--- src/rtl/hangy_pkg.sv ---
// Shared widths, chip_input codes and FSM state encoding for the hangy host-side player.
package hangy_pkg;

    localparam int LETTER_W   = 5;
    localparam int IN_W       = 6;
    localparam int OUT_W      = 7;

    localparam int STROBE_BIT = 5;
    localparam int WIN_BIT    = 5;
    localparam int LOSE_BIT   = 6;

    localparam logic [IN_W-1:0]     START_CODE   = 6'b111111;
    localparam logic [IN_W-1:0]     RESTART_CODE = 6'b100000;
    localparam logic [LETTER_W-1:0] LAST_LETTER  = 5'd25;

    typedef enum logic [2:0] {
        IDLE,
        START_WAIT,
        READY,
        SETTLE,
        EVAL,
        OVER,
        RESTART
    } player_state_t;

    function automatic logic [IN_W-1:0] guess_code(input logic [LETTER_W-1:0] letter);
        logic [IN_W-1:0] code;
        code             = '0;
        code[STROBE_BIT] = 1'b1;
        code[LETTER_W-1:0] = letter;
        return code;
    endfunction

endpackage

--- src/rtl/hangy_player_if.sv ---
// Guess handshake and per-guess result bundle between the requester and hangy_player.
// dup_guess exists only when HANGY_PLAYER_DUP_FILTER_EN is defined.
interface hangy_player_if;
    import hangy_pkg::*;

    logic                guess_valid;
    logic                guess_ready;
    logic [LETTER_W-1:0] guess_letter;
    logic                result_valid;
    logic                result_hit;
    logic                result_invalid;
    logic [LETTER_W-1:0] result_mask;
`ifdef HANGY_PLAYER_DUP_FILTER_EN
    logic                dup_guess;
`endif

    modport master (
        output guess_valid, guess_letter,
        input  guess_ready, result_valid, result_hit, result_invalid, result_mask
`ifdef HANGY_PLAYER_DUP_FILTER_EN
        , input dup_guess
`endif
    );

    modport slave (
        input  guess_valid, guess_letter,
        output guess_ready, result_valid, result_hit, result_invalid, result_mask
`ifdef HANGY_PLAYER_DUP_FILTER_EN
        , output dup_guess
`endif
    );

endinterface

--- src/rtl/hangy_strobe_gen.sv ---
// Registered chip_input driver: emits the requested code for one cycle, zero otherwise.
module hangy_strobe_gen
    import hangy_pkg::*;
(
    input  logic            clk,
    input  logic            reset,
    input  logic            req,
    input  logic [IN_W-1:0] code,
    output logic [IN_W-1:0] chip_input
);

    logic [IN_W-1:0] chip_input_reg;

    always_ff @(posedge clk or posedge reset) begin
        if (reset) begin
            chip_input_reg <= '0;
        end else begin
            chip_input_reg <= req ? code : '0;
        end
    end

    assign chip_input = chip_input_reg;

endmodule

--- src/rtl/hangy_player.sv ---
// Host-side driver for the hangy core: paces one guess at a time and decodes hit/win/lose.
// Define HANGY_PLAYER_DUP_FILTER_EN to suppress letters already guessed in the current game.
module hangy_player
    import hangy_pkg::*;
#(
    parameter int SETTLE_CYCLES = 8,
    parameter int START_CYCLES  = 3,
    parameter int MAX_MISSES    = 7
) (
    input  logic             clk,
    input  logic             reset,
    input  logic             new_game,
    hangy_player_if.slave    guess,
    output logic [IN_W-1:0]  chip_input,
    input  logic [OUT_W-1:0] chip_output,
    output logic [2:0]       misses,
    output logic             game_won,
    output logic             game_lost,
    output logic             busy
);

    localparam int CNT_MAX = (SETTLE_CYCLES > START_CYCLES) ? SETTLE_CYCLES : START_CYCLES;
    localparam int CNT_W   = $clog2(CNT_MAX + 1);

    player_state_t       state_reg, state_next;
    logic [CNT_W-1:0]    cnt_reg, cnt_next;
    logic [LETTER_W-1:0] prev_mask_reg, prev_mask_next;
    logic [2:0]          misses_reg, misses_next;
    logic                won_reg, won_next;
    logic                lost_reg, lost_next;
    logic                result_valid_reg, result_valid_next;
    logic                result_hit_reg, result_hit_next;
    logic                result_invalid_reg, result_invalid_next;
    logic [LETTER_W-1:0] result_mask_reg, result_mask_next;
`ifdef HANGY_PLAYER_DUP_FILTER_EN
    logic [LAST_LETTER:0] guessed_set_reg, guessed_set_next;
    logic                 dup_guess_reg, dup_guess_next;
`endif

    logic            strobe_req;
    logic [IN_W-1:0] strobe_code;
    logic            hit;

    // A hit means the core revealed a position that was hidden before this guess.
    assign hit = |(chip_output[LETTER_W-1:0] & ~prev_mask_reg);

    always_ff @(posedge clk or posedge reset) begin
        if (reset) begin
            state_reg          <= IDLE;
            cnt_reg            <= '0;
            prev_mask_reg      <= '0;
            misses_reg         <= '0;
            won_reg            <= 1'b0;
            lost_reg           <= 1'b0;
            result_valid_reg   <= 1'b0;
            result_hit_reg     <= 1'b0;
            result_invalid_reg <= 1'b0;
            result_mask_reg    <= '0;
`ifdef HANGY_PLAYER_DUP_FILTER_EN
            guessed_set_reg    <= '0;
            dup_guess_reg      <= 1'b0;
`endif
        end else begin
            state_reg          <= state_next;
            cnt_reg            <= cnt_next;
            prev_mask_reg      <= prev_mask_next;
            misses_reg         <= misses_next;
            won_reg            <= won_next;
            lost_reg           <= lost_next;
            result_valid_reg   <= result_valid_next;
            result_hit_reg     <= result_hit_next;
            result_invalid_reg <= result_invalid_next;
            result_mask_reg    <= result_mask_next;
`ifdef HANGY_PLAYER_DUP_FILTER_EN
            guessed_set_reg    <= guessed_set_next;
            dup_guess_reg      <= dup_guess_next;
`endif
        end
    end

    always_comb begin
        state_next          = state_reg;
        cnt_next            = cnt_reg;
        prev_mask_next      = prev_mask_reg;
        misses_next         = misses_reg;
        won_next            = won_reg;
        lost_next           = lost_reg;
        result_valid_next   = 1'b0;
        result_hit_next     = 1'b0;
        result_invalid_next = 1'b0;
        result_mask_next    = result_mask_reg;
        strobe_req          = 1'b0;
        strobe_code         = '0;
`ifdef HANGY_PLAYER_DUP_FILTER_EN
        guessed_set_next    = guessed_set_reg;
        dup_guess_next      = 1'b0;
`endif

        case (state_reg)
            IDLE: begin
                if (new_game) begin
                    strobe_req  = 1'b1;
                    strobe_code = START_CODE;
                    cnt_next    = '0;
                    state_next  = START_WAIT;
                end
            end

            START_WAIT: begin
                prev_mask_next = '0;
                misses_next    = '0;
                won_next       = 1'b0;
                lost_next      = 1'b0;
`ifdef HANGY_PLAYER_DUP_FILTER_EN
                guessed_set_next = '0;
`endif
                if (cnt_reg == CNT_W'(START_CYCLES - 1)) begin
                    cnt_next   = '0;
                    state_next = READY;
                end else begin
                    cnt_next = cnt_reg + CNT_W'(1);
                end
            end

            READY: begin
                if (guess.guess_valid) begin
                    if (guess.guess_letter > LAST_LETTER) begin
                        result_valid_next   = 1'b1;
                        result_invalid_next = 1'b1;
`ifdef HANGY_PLAYER_DUP_FILTER_EN
                    end else if (guessed_set_reg[guess.guess_letter]) begin
                        result_valid_next = 1'b1;
                        dup_guess_next    = 1'b1;
                        result_mask_next  = prev_mask_reg;
`endif
                    end else begin
                        strobe_req  = 1'b1;
                        strobe_code = guess_code(guess.guess_letter);
                        cnt_next    = '0;
                        state_next  = SETTLE;
`ifdef HANGY_PLAYER_DUP_FILTER_EN
                        guessed_set_next[guess.guess_letter] = 1'b1;
`endif
                    end
                end
            end

            // The core has no ready flag, so wait its worst-case evaluation time.
            SETTLE: begin
                if (cnt_reg == CNT_W'(SETTLE_CYCLES - 1)) begin
                    cnt_next   = '0;
                    state_next = EVAL;
                end else begin
                    cnt_next = cnt_reg + CNT_W'(1);
                end
            end

            EVAL: begin
                prev_mask_next    = prev_mask_reg | chip_output[LETTER_W-1:0];
                result_valid_next = 1'b1;
                result_hit_next   = hit;
                result_mask_next  = chip_output[LETTER_W-1:0];
                if (!hit && (misses_reg < 3'(MAX_MISSES))) begin
                    misses_next = misses_reg + 3'd1;
                end
                if (chip_output[WIN_BIT]) begin
                    won_next   = 1'b1;
                    state_next = OVER;
                end else if (chip_output[LOSE_BIT]) begin
                    lost_next  = 1'b1;
                    state_next = OVER;
                end else begin
                    state_next = READY;
                end
            end

            OVER: begin
                if (new_game) begin
                    strobe_req  = 1'b1;
                    strobe_code = RESTART_CODE;
                    cnt_next    = '0;
                    state_next  = RESTART;
                end
            end

            // One idle cycle between the return-to-init strobe and the start strobe.
            RESTART: begin
                if (cnt_reg == '0) begin
                    cnt_next = CNT_W'(1);
                end else begin
                    strobe_req  = 1'b1;
                    strobe_code = START_CODE;
                    cnt_next    = '0;
                    state_next  = START_WAIT;
                end
            end

            default: begin
                state_next = IDLE;
            end
        endcase
    end

    hangy_strobe_gen u_strobe_gen (
        .clk        (clk),
        .reset      (reset),
        .req        (strobe_req),
        .code       (strobe_code),
        .chip_input (chip_input)
    );

    assign guess.guess_ready    = (state_reg == READY);
    assign guess.result_valid   = result_valid_reg;
    assign guess.result_hit     = result_hit_reg;
    assign guess.result_invalid = result_invalid_reg;
    assign guess.result_mask    = result_mask_reg;
`ifdef HANGY_PLAYER_DUP_FILTER_EN
    assign guess.dup_guess      = dup_guess_reg;
`endif
    assign misses    = misses_reg;
    assign game_won  = won_reg;
    assign game_lost = lost_reg;
    assign busy      = (state_reg != READY) && (state_reg != IDLE);

endmodule
--- src/flat_wrapper.sv ---
// flat-port wrapper written by rule: the top's interface ports become plain ports
module hangy_player_flat import hangy_pkg::*;
#(
    parameter int SETTLE_CYCLES = 8,
    parameter int START_CYCLES  = 3,
    parameter int MAX_MISSES    = 7
)
  (clk, reset, new_game, chip_input, chip_output, misses, game_won, game_lost, busy, guess_guess_valid, guess_guess_letter, guess_guess_ready, guess_result_valid, guess_result_hit, guess_result_invalid, guess_result_mask);
  hangy_player_if guess_i ();
  input  logic clk;
  input  logic reset;
  input  logic new_game;
  output logic [IN_W-1:0] chip_input;
  input  logic [OUT_W-1:0] chip_output;
  output logic [2:0] misses;
  output logic game_won;
  output logic game_lost;
  output logic busy;
  input wire logic [$bits(guess_i.guess_valid)-1:0] guess_guess_valid;
  input wire logic [$bits(guess_i.guess_letter)-1:0] guess_guess_letter;
  output wire logic [$bits(guess_i.guess_ready)-1:0] guess_guess_ready;
  output wire logic [$bits(guess_i.result_valid)-1:0] guess_result_valid;
  output wire logic [$bits(guess_i.result_hit)-1:0] guess_result_hit;
  output wire logic [$bits(guess_i.result_invalid)-1:0] guess_result_invalid;
  output wire logic [$bits(guess_i.result_mask)-1:0] guess_result_mask;
  assign guess_i.guess_valid = guess_guess_valid;
  assign guess_i.guess_letter = guess_guess_letter;
  assign guess_guess_ready = guess_i.guess_ready;
  assign guess_result_valid = guess_i.result_valid;
  assign guess_result_hit = guess_i.result_hit;
  assign guess_result_invalid = guess_i.result_invalid;
  assign guess_result_mask = guess_i.result_mask;
  hangy_player #(.SETTLE_CYCLES(SETTLE_CYCLES), .START_CYCLES(START_CYCLES), .MAX_MISSES(MAX_MISSES)) u_core (.clk(clk), .reset(reset), .new_game(new_game), .guess(guess_i), .chip_input(chip_input), .chip_output(chip_output), .misses(misses), .game_won(game_won), .game_lost(game_lost), .busy(busy));
endmodule
--- config.mk ---
export PLATFORM = sky130hd
export DESIGN_NAME = hangy_player_flat
export DESIGN_NICKNAME = d
export VERILOG_FILES = /design/src/rtl/hangy_pkg.sv /design/src/rtl/hangy_player_if.sv /design/src/rtl/hangy_strobe_gen.sv /design/src/rtl/hangy_player.sv /design/src/flat_wrapper.sv
export SDC_FILE = /design/constraint.sdc
export NUM_CORES = 1
export LEC_CHECK = 0
export BUFFER_PORTS_ARGS = -buffer_cell sky130_fd_sc_hd__buf_4
export CORE_MARGIN = 4
export CORE_UTILIZATION = 55
export CTS_BUF_LIST = sky130_fd_sc_hd__clkbuf_2
export DETAILED_ROUTE_END_ITERATION = 8
export PLACE_DENSITY_LB_ADDON = 0.2
export SLEW_MARGIN = 20
export SYNTH_ARGS = -nofsm -noshare
export SYNTH_HDL_FRONTEND = slang
export SYNTH_SLANG_ARGS = --single-unit
--- constraint.sdc ---
create_clock -name clk -period 1.9 [get_ports clk]
set_clock_uncertainty 0.1 [all_clocks]
set_input_delay 0.285 -clock clk [delete_from_list [all_inputs] [get_ports clk]]
set_output_delay 0.285 -clock clk [all_outputs]
set_load 0.02 [all_outputs]
==> flow_metrics.env, run 1 <==
export IMPL_outcome="finished clean"
export IMPL_synth_area_leader_cell="dfrtp_1"
export IMPL_dieArea_um2=3870
export IMPL_ioPinCount=37
export IMPL_grt_usage_pct=20.0
export IMPL_ys_warnings_count=0
export IMPL_grt_start_max_net_pins=32
export IMPL_setup_ws_ps=58.9
export IMPL_ys_top_cells_by_area="dfrtp_1 (48%), nand2_1 (6.3%), ha_1 (3.9%), nor2_1 (3.7%), a21oi_1 (3.4%)"
export IMPL_dpl_worst_slack_ps=27.9
export IMPL_synthAdderAreaFrac_pct=3.87
export IMPL_yosys_area_share_simple_pct=21.2
export IMPL_synth_top_area_share_pct=48.0
export IMPL_portBuffers=36
export IMPL_cp_start_kind="primary input"
export IMPL_max_clock_freq_ghz=0.543
export IMPL_drive_gt1_share_pct=32.0
export IMPL_ys_seq_elements=31
export IMPL_cts_tree="yes"
export IMPL_avgSynthCellArea_um2=9.51
export IMPL_clock_latency_ps=350
export IMPL_grt_pass1_vias=1404
export IMPL_cts_buffer_depth=2
export IMPL_synth_area_mux_share_pct=1.24
export IMPL_gp_congestion=0.924
export IMPL_synth_xor_area_share_pct=0
export IMPL_initial_core_util_pct=58.1
export IMPL_reg2reg_depth=7
export IMPL_ys_seq_area_share_pct=48.0
export IMPL_final_area_um2=2090
export IMPL_nets=243
export IMPL_dp_cells=242
export IMPL_rsz0062_at_grt="true"
export IMPL_path_class="primary input to flip-flop"
export IMPL_cts_buffers=5
export IMPL_die_h_um=62.2
export IMPL_yosysUniqueCellTypes=44
export IMPL_cts_max_level=2
export IMPL_netlist_area_um2=1620
export IMPL_r2r_start="u_core.cnt_reg[0]"
export IMPL_viasPerCell=5.47
export IMPL_rows=19
export IMPL_dr_pass1_iters=4
export IMPL_slew_viol_final=0
export IMPL_maxSlewHeadroom_pct=56.8
export IMPL_endpoint_kind="flip-flop"
export IMPL_dpl_hpwl_mm=2.71
export IMPL_peakVddDrop_uv=1320
export IMPL_whs_ps=27.7
export IMPL_layout_common_cells="buf_4 (49), dfrtp_1 (28), nand2_1 (27), nor2_1 (16), a21oi_1 (11)"
export IMPL_place_area_um2=1980
export IMPL_synth_compound_area_share_pct=20.2
export IMPL_drt_wl_total_mm=3.75
export IMPL_clkTransAtPathRegs_ps=160
export IMPL_antenna_found_initial=0
export IMPL_drv_cap=0
export IMPL_synth_top_family_by_area="simple AND/OR/NAND/NOR gates"
export IMPL_drcViolationCount=0
export IMPL_r2r_end="u_core.state_reg[0]"
export IMPL_min_path_cells=3
export IMPL_synth_fp_nets=191
export IMPL_die_w_um=62.2
export IMPL_cts_root_buf="clkbuf_2"
export IMPL_finalCritPeriodShare_pct=96.9
export IMPL_p_leak_nw=1.06
export IMPL_overflow=0
export IMPL_cellPowerDensity_nw_per_um2=1580
export IMPL_antenna_cells=0
export IMPL_worst_slew_pin_slew_ps=648
export IMPL_hold_class="primary input to flip-flop"
export IMPL_fin_cells=253
export IMPL_cp_max_fo=4
export IMPL_cts_sinks=31
export IMPL_wire_per_inst_um=14.8
export IMPL_period_needed_ps=1840
export IMPL_syn_to_final_growth_pct=29.4
export IMPL_final_util_pct=75.2
export IMPL_r2r_slack_ps=90
export IMPL_postSynthCellCount=170
export IMPL_drt_iter0_markers=72
export IMPL_final_hold_violation_count=0
export IMPL_synthArstFlopShare_pct=100
export IMPL_setup_viol=0
export IMPL_final_common_cell="buf_4"
export IMPL_hp_start="chip_output[1]"
export IMPL_largest_register_ffs=6
export IMPL_required_ps=2070
export IMPL_via_count=1383
export IMPL_synthFlopType="dfrtp_1"
export IMPL_synth_edf_count=0
export IMPL_grt_pass1_wl_mm=6.22
export IMPL_core_um2=2780
export IMPL_hold_end="u_core.guess.result_mask[1]"
export IMPL_fill_cells=201
export IMPL_ant_nets=0
export IMPL_crit_arrival_ps=2010
## power breakdown
group / internal, W / switching [W] / leakage [nW]
sequential: 0.000912 / 0.000225 / 0.402
clock: 0.0000779 / 0.000215 / 0.0262
combinational: 0.000858 / 0.00101 / 0.635
## critical path: stages
cell	delay, ps
dlygate4sd3_1	560
buf_4	140
o211ai_1	110
nand2_1	180
a311oi_4	380
o21ai_1	120
a22o_1	230
## kinds of logic (layout without fill, tap and decap cells)
kind of cell | after synthesis | after routing
fa+ha+maj | 5 | 5
flops | 31 | 31
compound gates | 45 | 45
mux | 2 | 2
simple gates | 68 | 68
buf+inv | 19 | 71
## worst max-delay path by stage
stage | start | cells past startpoint | endpoint
final | guess_guess_letter[4] | 7 | u_core.cnt_reg[3]
after global routing | u_core.cnt_reg[0] | 7 | u_core.state_reg[0]
after CTS | u_core.cnt_reg[0] | 7 | u_core.state_reg[0]
after detailed placement | u_core.cnt_reg[0] | 7 | u_core.state_reg[0]
after global placement | u_core.cnt_reg[0] | 7 | u_core.state_reg[0]
after floorplan | u_core.cnt_reg[0] | 7 | u_core.state_reg[0]
## area by class of cell
cell class	instances	area (um^2)	area share, %
Clock buffer	5	25.0	1.20
Clock inverter	2	8.76	0.419
Inverter	11	41.3	1.97
Multi-Input combinational cell	120	791	37.8
Sequential cell	31	779	37.3
Tap cell	31	38.8	1.85
Timing Repair Buffer	53	408	19.5
## through the flow
stage          TNS, ps  power, W
6_report             0   0.00330
5_1_grt          -33.7   0.00358
4_1_cts              0   0.00321
3_5_place_dp         0   0.00291
3_3_place_gp         0   0.00284
2_1_floorplan        0   0.00228
## Yosys cell counts, types with 3 or more instances
cell	count
o21ai_1	4
ha_1	5
a31oi_1	4
nand2b_1	3
nor2_1	16
a21oi_1	11
a21o_1	6
dfrtp_1	31
nand2_1	27
o21ai_0	6
nor3_1	4
clkbuf_1	3
inv_1	11
## layer usage
metal | vias up | GRT usage, % | wire (um)
li1 | 690 | - | -
met1 | 645 | 24.6 | 1570
met2 | 40 | 32.4 | 1920
met3 | 8 | 6.31 | 213
met4 | 0 | 8.13 | 46
met5 | - | 0 | 0
## timing repair
action                                  CTS  global route
hold endpoints to repair                 31             3
endpoints found under the setup margin    1            11
buffers inserted                          0             0
pin swaps                                 2             1
gates resized for setup                   0             9
hold buffers                              1             3
Power figures use the tool's default switching activity.
==> inputs of run 2 (changes only) <==
--- a/config.mk
+++ b/config.mk
@@ -11,6 +11,7 @@
 export CTS_BUF_LIST = sky130_fd_sc_hd__clkbuf_2
 export DETAILED_ROUTE_END_ITERATION = 8
 export PLACE_DENSITY_LB_ADDON = 0.2
+export RECOVER_POWER = 100
 export SLEW_MARGIN = 20
 export SYNTH_ARGS = -nofsm -noshare
 export SYNTH_HDL_FRONTEND = slang
==> run 2 against run 1 <==
Sequential share of layout area rose by 1.4 points. Combinational power fell by 7%. First-iteration DRC count fell by 9.7%. Die area did not move. Worst hold slack got worse by 2.7 ps. Global-route usage did not move. Wire length rose by 0.21%. Critical path depth did not move. Fmax barely moved. Worst setup slack improved by 1.1 ps. Sequential power barely moved.
==> flow_metrics.env, run 2 (same netlist as run 1, synthesis figures left out) <==
export IMPL_outcome="finished clean"
export IMPL_drv_cap=0
export IMPL_cp_max_fo=4
export IMPL_syn_to_final_growth_pct=24.6
export IMPL_max_stage_delay_ps=560
export IMPL_core_um2=2780
export IMPL_dr_pass1_iters=4
export IMPL_gp_congestion=0.924
export IMPL_cellPowerDensity_nw_per_um2=1570
export IMPL_period_needed_ps=1840
export IMPL_rsz0062_at_grt="true"
export IMPL_power_frac_comb_pct=55.0
export IMPL_cp_slowest_cell="dlygate4sd3_1"
export IMPL_intPower_w=0.00172
export IMPL_crit_family="compound AO/OA/AOI/OAI gates"
export IMPL_slew_viol_final=0
export IMPL_wire_per_inst_um=14.9
export IMPL_crit_arrival_ps=2010
export IMPL_r2r_start="u_core.cnt_reg[0]"
export IMPL_drive_gt1_share_pct=23.0
export IMPL_required_ps=2070
export IMPL_overflow=0
export IMPL_pwr_share_clk_pct=9.3
export IMPL_hold_class="primary input to flip-flop"
export IMPL_fin_cells=253
export IMPL_antenna_found_initial=0
export IMPL_hp_start="chip_output[1]"
export IMPL_drt_wl_total_mm=3.76
export IMPL_initial_core_util_pct=58.1
export IMPL_seqPwrFrac_pct=35.7
export IMPL_rows=19
export IMPL_viasPerCell=5.47
export IMPL_largest_register_ffs=6
export IMPL_cts_buffer_depth=2
export IMPL_fill_cells=228
export IMPL_p_leak_nw=0.982
export IMPL_ant_nets=0
export IMPL_layout_common_cells="dfrtp_1 (28), nand2_1 (27), buf_4 (27), clkbuf_1 (20), nor2_1 (16)"
export IMPL_die_w_um=62.2
export IMPL_endpoint_kind="flip-flop"
export IMPL_cts_max_level=2
export IMPL_crit_buf_inv=2
export IMPL_clock_latency_ps=350
export IMPL_dpl_hpwl_mm=2.71
export IMPL_swShare_pct=45.7
export IMPL_dr_wl_met3_um=209
export IMPL_portBuffers=36
export IMPL_grt_pass1_vias=1404
export IMPL_startpoint="guess_guess_letter[4]"
export IMPL_nets=243
export IMPL_wl_met2_mm=1.93
export IMPL_ioPinCount=37
export IMPL_grt_start_max_net_pins=32
export IMPL_cp_start_kind="primary input"
export IMPL_drcViolationCount=0
export IMPL_cts_buffers=5
export IMPL_cts_setup_buffers=0
export IMPL_final_hold_violation_count=0
export IMPL_worstPathCellList="dlygate4sd3_1 -> buf_4 -> o211ai_1 -> nand2_1 -> a311oi_4 -> o21ai_1 -> a22o_1"
export IMPL_peakVddDrop_uv=1290
export IMPL_die_h_um=62.2
export IMPL_max_clock_freq_ghz=0.544
export IMPL_dieArea_um2=3870
export IMPL_grt_pass1_wl_mm=6.22
export IMPL_path_class="primary input to flip-flop"
export IMPL_cts_tree="yes"
export IMPL_maxSlewHeadroom_pct=49.7
export IMPL_clkTransAtPathRegs_ps=160
export IMPL_whs_ps=25.1
export IMPL_setup_viol=0
export IMPL_grt_usage_pct=20.0
export IMPL_finalCritPeriodShare_pct=96.8
export IMPL_register_area_um2=779
export IMPL_highest_layer="met4"
export IMPL_met1Wirelength_mm=1.58
export IMPL_worst_slew_pin_slew_ps=755
export IMPL_multiInputGateArea_um2=791
export IMPL_cts_root_buf="clkbuf_2"
export IMPL_final_common_cell="dfrtp_1"
export IMPL_netSwitchingPower_w=0.00145
export IMPL_via_count=1384
export IMPL_dp_cells=242
export IMPL_drt_iter0_markers=65
export IMPL_antenna_cells=0
export IMPL_cts_sinks=31
## run 2: cell count changes in the layout (fill, tap and decap cells not counted)
cell	before	now
clkbuf_4	0	1
clkbuf_1	0	20
clkbuf_2	5	6
buf_4	49	27
## run 2: layer usage
metal | vias to the layer above | GRT usage, %
met5 | - | 0
met4 | 0 | 8.13
met3 | 7 | 6.31
met2 | 39 | 32.4
met1 | 648 | 24.6
li1 | 690 | -
## run 2: layout make-up
| type | count | area share (%) |
|---|---|---|
| Clock buffer | 5 | 1.24 |
| Clock inverter | 2 | 0.435 |
| Inverter | 11 | 2.05 |
| Multi-Input combinational cell | 120 | 39.3 |
| Sequential cell | 31 | 38.7 |
| Tap cell | 31 | 1.93 |
| Timing Repair Buffer | 53 | 16.4 |
## run 2: final timing paths
kind,to,slack [ps],cells past startpoint
setup / recovery,u_core.cnt_reg[3],60,7
hold reg to reg,u_core.guess.result_mask[1],390,2
min in group asynchronous,u_core.guess.result_hit,570,4
hold / removal,u_core.guess.result_mask[1],30,3
setup reg to reg,u_core.state_reg[0],100,7
max in group asynchronous,u_core.state_reg[0],600,4
## run 2: timing repair
action / CTS / global route
setup endpoints to repair: 1 / 11
endpoints found under the hold margin: 31 / 3
hold buffers: 1 / 3
pin swaps: 2 / 1
gates resized for setup: 0 / 9
## run 2: worst reg2reg max path: stages (launching register included)
cell and delay (ps):
dfrtp_1 430, inv_2 70, ha_1 140, or3b_4 390
nand4bb_4 230, o2111ai_4 140, nor3_2 70, a21o_1 160
## run 2: per-stage QoR
step | utilization, % | power (W) | TNS, ps | worst slack, ps | instance area [um^2]
after CTS | 72.6 | 0.00321 | 0 | 6.04 | 2020
after detailed placement | 71.0 | 0.00291 | 0 | 27.9 | 1980
final | 72.4 | 0.00317 | 0 | 60.1 | 2010
after global placement | 71.0 | 0.00284 | 0 | 116 | 1980
after floorplan | - | 0.00228 | 0 | 106 | 1620
after global routing | 72.4 | 0.00345 | -46.6 | -25.9 | 2010
## run 2: power groups by stage
| stage | Sequential (W) | Combinational [W] | Clock, W |
|---|---|---|---|
| 3_3_place_gp | 0.00112 | 0.00172 | 0 |
| 3_5_place_dp | 0.00114 | 0.00177 | 0 |
| 5_1_grt | 0.00118 | 0.00192 | 0.000346 |
| 6_report | 0.00113 | 0.00174 | 0.000294 |
| 4_1_cts | 0.00112 | 0.00178 | 0.000311 |
| 2_1_floorplan | 0.00123 | 0.00105 | 0 |
==> inputs of run 3 (changes only) <==
--- a/config.mk
+++ b/config.mk
@@ -7,8 +7,7 @@
 export LEC_CHECK = 0
 export BUFFER_PORTS_ARGS = -buffer_cell sky130_fd_sc_hd__buf_4
 export CORE_MARGIN = 4
-export CORE_UTILIZATION = 55
-export CTS_BUF_LIST = sky130_fd_sc_hd__clkbuf_2
+export CORE_UTILIZATION = 53
 export DETAILED_ROUTE_END_ITERATION = 8
 export PLACE_DENSITY_LB_ADDON = 0.2
 export RECOVER_POWER = 100
==> run 3 against run 2 <==
Power rose by 6.5%. Core utilization is 0.15 points higher. Final cell count unchanged. Final area grew 1.9%. Count of clock-buffer cells in the layout rose by 3. Fmax is 1.4% higher. Non-clock buffer count shrank 1. Via count is 2.7% higher. Worst hold slack better by 17 ps.
==> flow_metrics.env, run 3 (same netlist as run 1, synthesis figures left out) <==
export IMPL_maxSlewHeadroom_pct=49.6
export IMPL_dpl_hpwl_mm=2.83
export IMPL_period_needed_ps=1810
export IMPL_min_path_cells=2
export IMPL_grt_pass1_vias=1498
export IMPL_hp_start="guess_guess_letter[0]"
export IMPL_worstPathCellList="inv_2 -> ha_1 -> or3b_4 -> nand4bb_4 -> o2111ai_4 -> nor3_2 -> a21o_1"
export IMPL_cp_num_cells=7
export IMPL_overflow=0
export IMPL_reg2reg_depth=7
export IMPL_r2r_slack_ps=90
export IMPL_cp_max_fo=6
export IMPL_cellPowerDensity_nw_per_um2=1640
export IMPL_ioPinCount=37
export IMPL_nets=242
export IMPL_cp_slowest_cell="dfrtp_1"
export IMPL_cp_start_kind="flip-flop"
export IMPL_swShare_pct=43.7
export IMPL_finalCritPeriodShare_pct=95.5
export IMPL_rsz0062_at_grt="true"
export IMPL_startpoint="u_core.cnt_reg[0]"
export IMPL_die_w_um=63.2
export IMPL_via_count=1422
export IMPL_drcViolationCount=0
export IMPL_max_stage_delay_ps=400
export IMPL_crit_path_end="u_core.state_reg[0]"
export IMPL_layout_common_cells="buf_4 (33), dfrtp_1 (28), nand2_1 (27), clkbuf_1 (17), nor2_1 (16)"
export IMPL_dp_cells=244
export IMPL_crit_family="simple AND/OR/NAND/NOR gates"
export IMPL_netSwitchingPower_w=0.00148
export IMPL_clkTransAtPathRegs_ps=100
export IMPL_peakVddDrop_uv=1220
export IMPL_path_class="flip-flop to flip-flop"
export IMPL_crit_arrival_ps=1960
export IMPL_antenna_found_initial=0
export IMPL_drv_cap=0
export IMPL_grt_start_max_net_pins=32
export IMPL_r2r_start="u_core.cnt_reg[0]"
export IMPL_dr_pass1_iters=4
export IMPL_gp_congestion=0.926
export IMPL_crit_buf_inv=1
export IMPL_outcome="finished clean"
export IMPL_core_um2=2830
export IMPL_max_clock_freq_ghz=0.551
export IMPL_largest_register_ffs=6
export IMPL_initial_core_util_pct=57.1
export IMPL_cts_root_buf="clkbuf_4"
export IMPL_grt_usage_pct=21.2
export IMPL_rows=19
export IMPL_final_util_pct=72.6
export IMPL_pwr_share_clk_pct=13.2
export IMPL_clock_latency_ps=340
export IMPL_hold_class="primary input to flip-flop"
export IMPL_cts_buffers=5
export IMPL_ant_nets=0
export IMPL_dieArea_um2=4000
export IMPL_drive_gt1_share_pct=26.6
export IMPL_cts_sinks=31
export IMPL_required_ps=2040
export IMPL_r2r_end="u_core.state_reg[0]"
export IMPL_slew_viol_final=0
export IMPL_antenna_cells=0
export IMPL_drt_wl_total_mm=3.80
export IMPL_cts_tree="yes"
export IMPL_syn_to_final_growth_pct=27.0
export IMPL_viasPerCell=5.62
export IMPL_drt_iter0_markers=102
export IMPL_seqPwrFrac_pct=33.5
export IMPL_cts_buffer_depth=2
export IMPL_cts_max_level=2
export IMPL_intPower_w=0.00190
export IMPL_grt_pass1_wl_mm=6.70
export IMPL_p_leak_nw=1.01
export IMPL_final_common_cell="buf_4"
export IMPL_worst_slew_pin_slew_ps=756
export IMPL_setup_viol=0
export IMPL_final_hold_violation_count=0
export IMPL_endpoint_kind="flip-flop"
export IMPL_die_h_um=63.2
export IMPL_portBuffers=36
export IMPL_power_frac_comb_pct=53.3
export IMPL_wire_per_inst_um=15.0
export IMPL_cts_setup_buffers=0
export IMPL_fin_cells=253
## run 3: cell count changes in the layout (fill, tap and decap cells not counted), sizes merged
cell	change
clkbuf	-1
clkinv	-2
dlygate4sd3	-3
buf	+6
## run 3: through the flow
step	TNS, ps	power, W	setup slack, ps	hold WS [ps]	instance area (um^2)
finish	0	0.00338	86.0	41.9	2050
global route	-53.6	0.00365	-19.1	28.6	2050
CTS	0	0.00347	9.45	36.8	2100
detailed placement	-22.5	0.00296	-22.5	296	1990
global placement	0	0.00287	114	288	1990
floorplan	0	0.00228	106	289	1620
## run 3: power groups by stage
| stage | clock network (W) | logic (W) | registers, W |
|---|---|---|---|
| floorplan | 0 | 0.00105 | 0.00123 |
| global placement | 0 | 0.00176 | 0.00111 |
| detailed placement | 0 | 0.00184 | 0.00112 |
| CTS | 0.000458 | 0.00189 | 0.00112 |
| global route | 0.000490 | 0.00198 | 0.00117 |
| finish | 0.000446 | 0.00180 | 0.00113 |
## run 3: what timing repair did
action                                  4_1_cts  5_1_grt
endpoints found under the hold margin        31        0
pin swaps                                     0        2
gates cloned                                  0        0
resized for setup                             3        9
endpoints found under the setup margin        1       11
hold buffers                                  1        0
## run 3: worst min path at each step
stage	end
4_1_cts	u_core.u_strobe_gen.chip_input[0]
3_5_place_dp	u_core.u_strobe_gen.chip_input[0]
3_3_place_gp	u_core.u_strobe_gen.chip_input[0]
2_1_floorplan	u_core.cnt_reg[0]
6_report	u_core.u_strobe_gen.chip_input[0]
5_1_grt	u_core.u_strobe_gen.chip_input[0]
## run 3: layout make-up
type / count / area (um^2)
Tap cell: 31 / 38.8
Clock buffer: 8 / 68.8
Inverter: 11 / 41.3
Multi-Input combinational cell: 120 / 795
Sequential cell: 31 / 779
Fill cell: 226 / 776
Timing Repair Buffer: 52 / 330
## run 3: per-layer routing
metal  up-vias  routed length (um)  track usage [%]
met4         0                  85             9.16
met5         -                   0                0
li1        684                   -                -
met1       684                1520             23.4
met2        43                1970             37.4
met3        11                 231             6.57
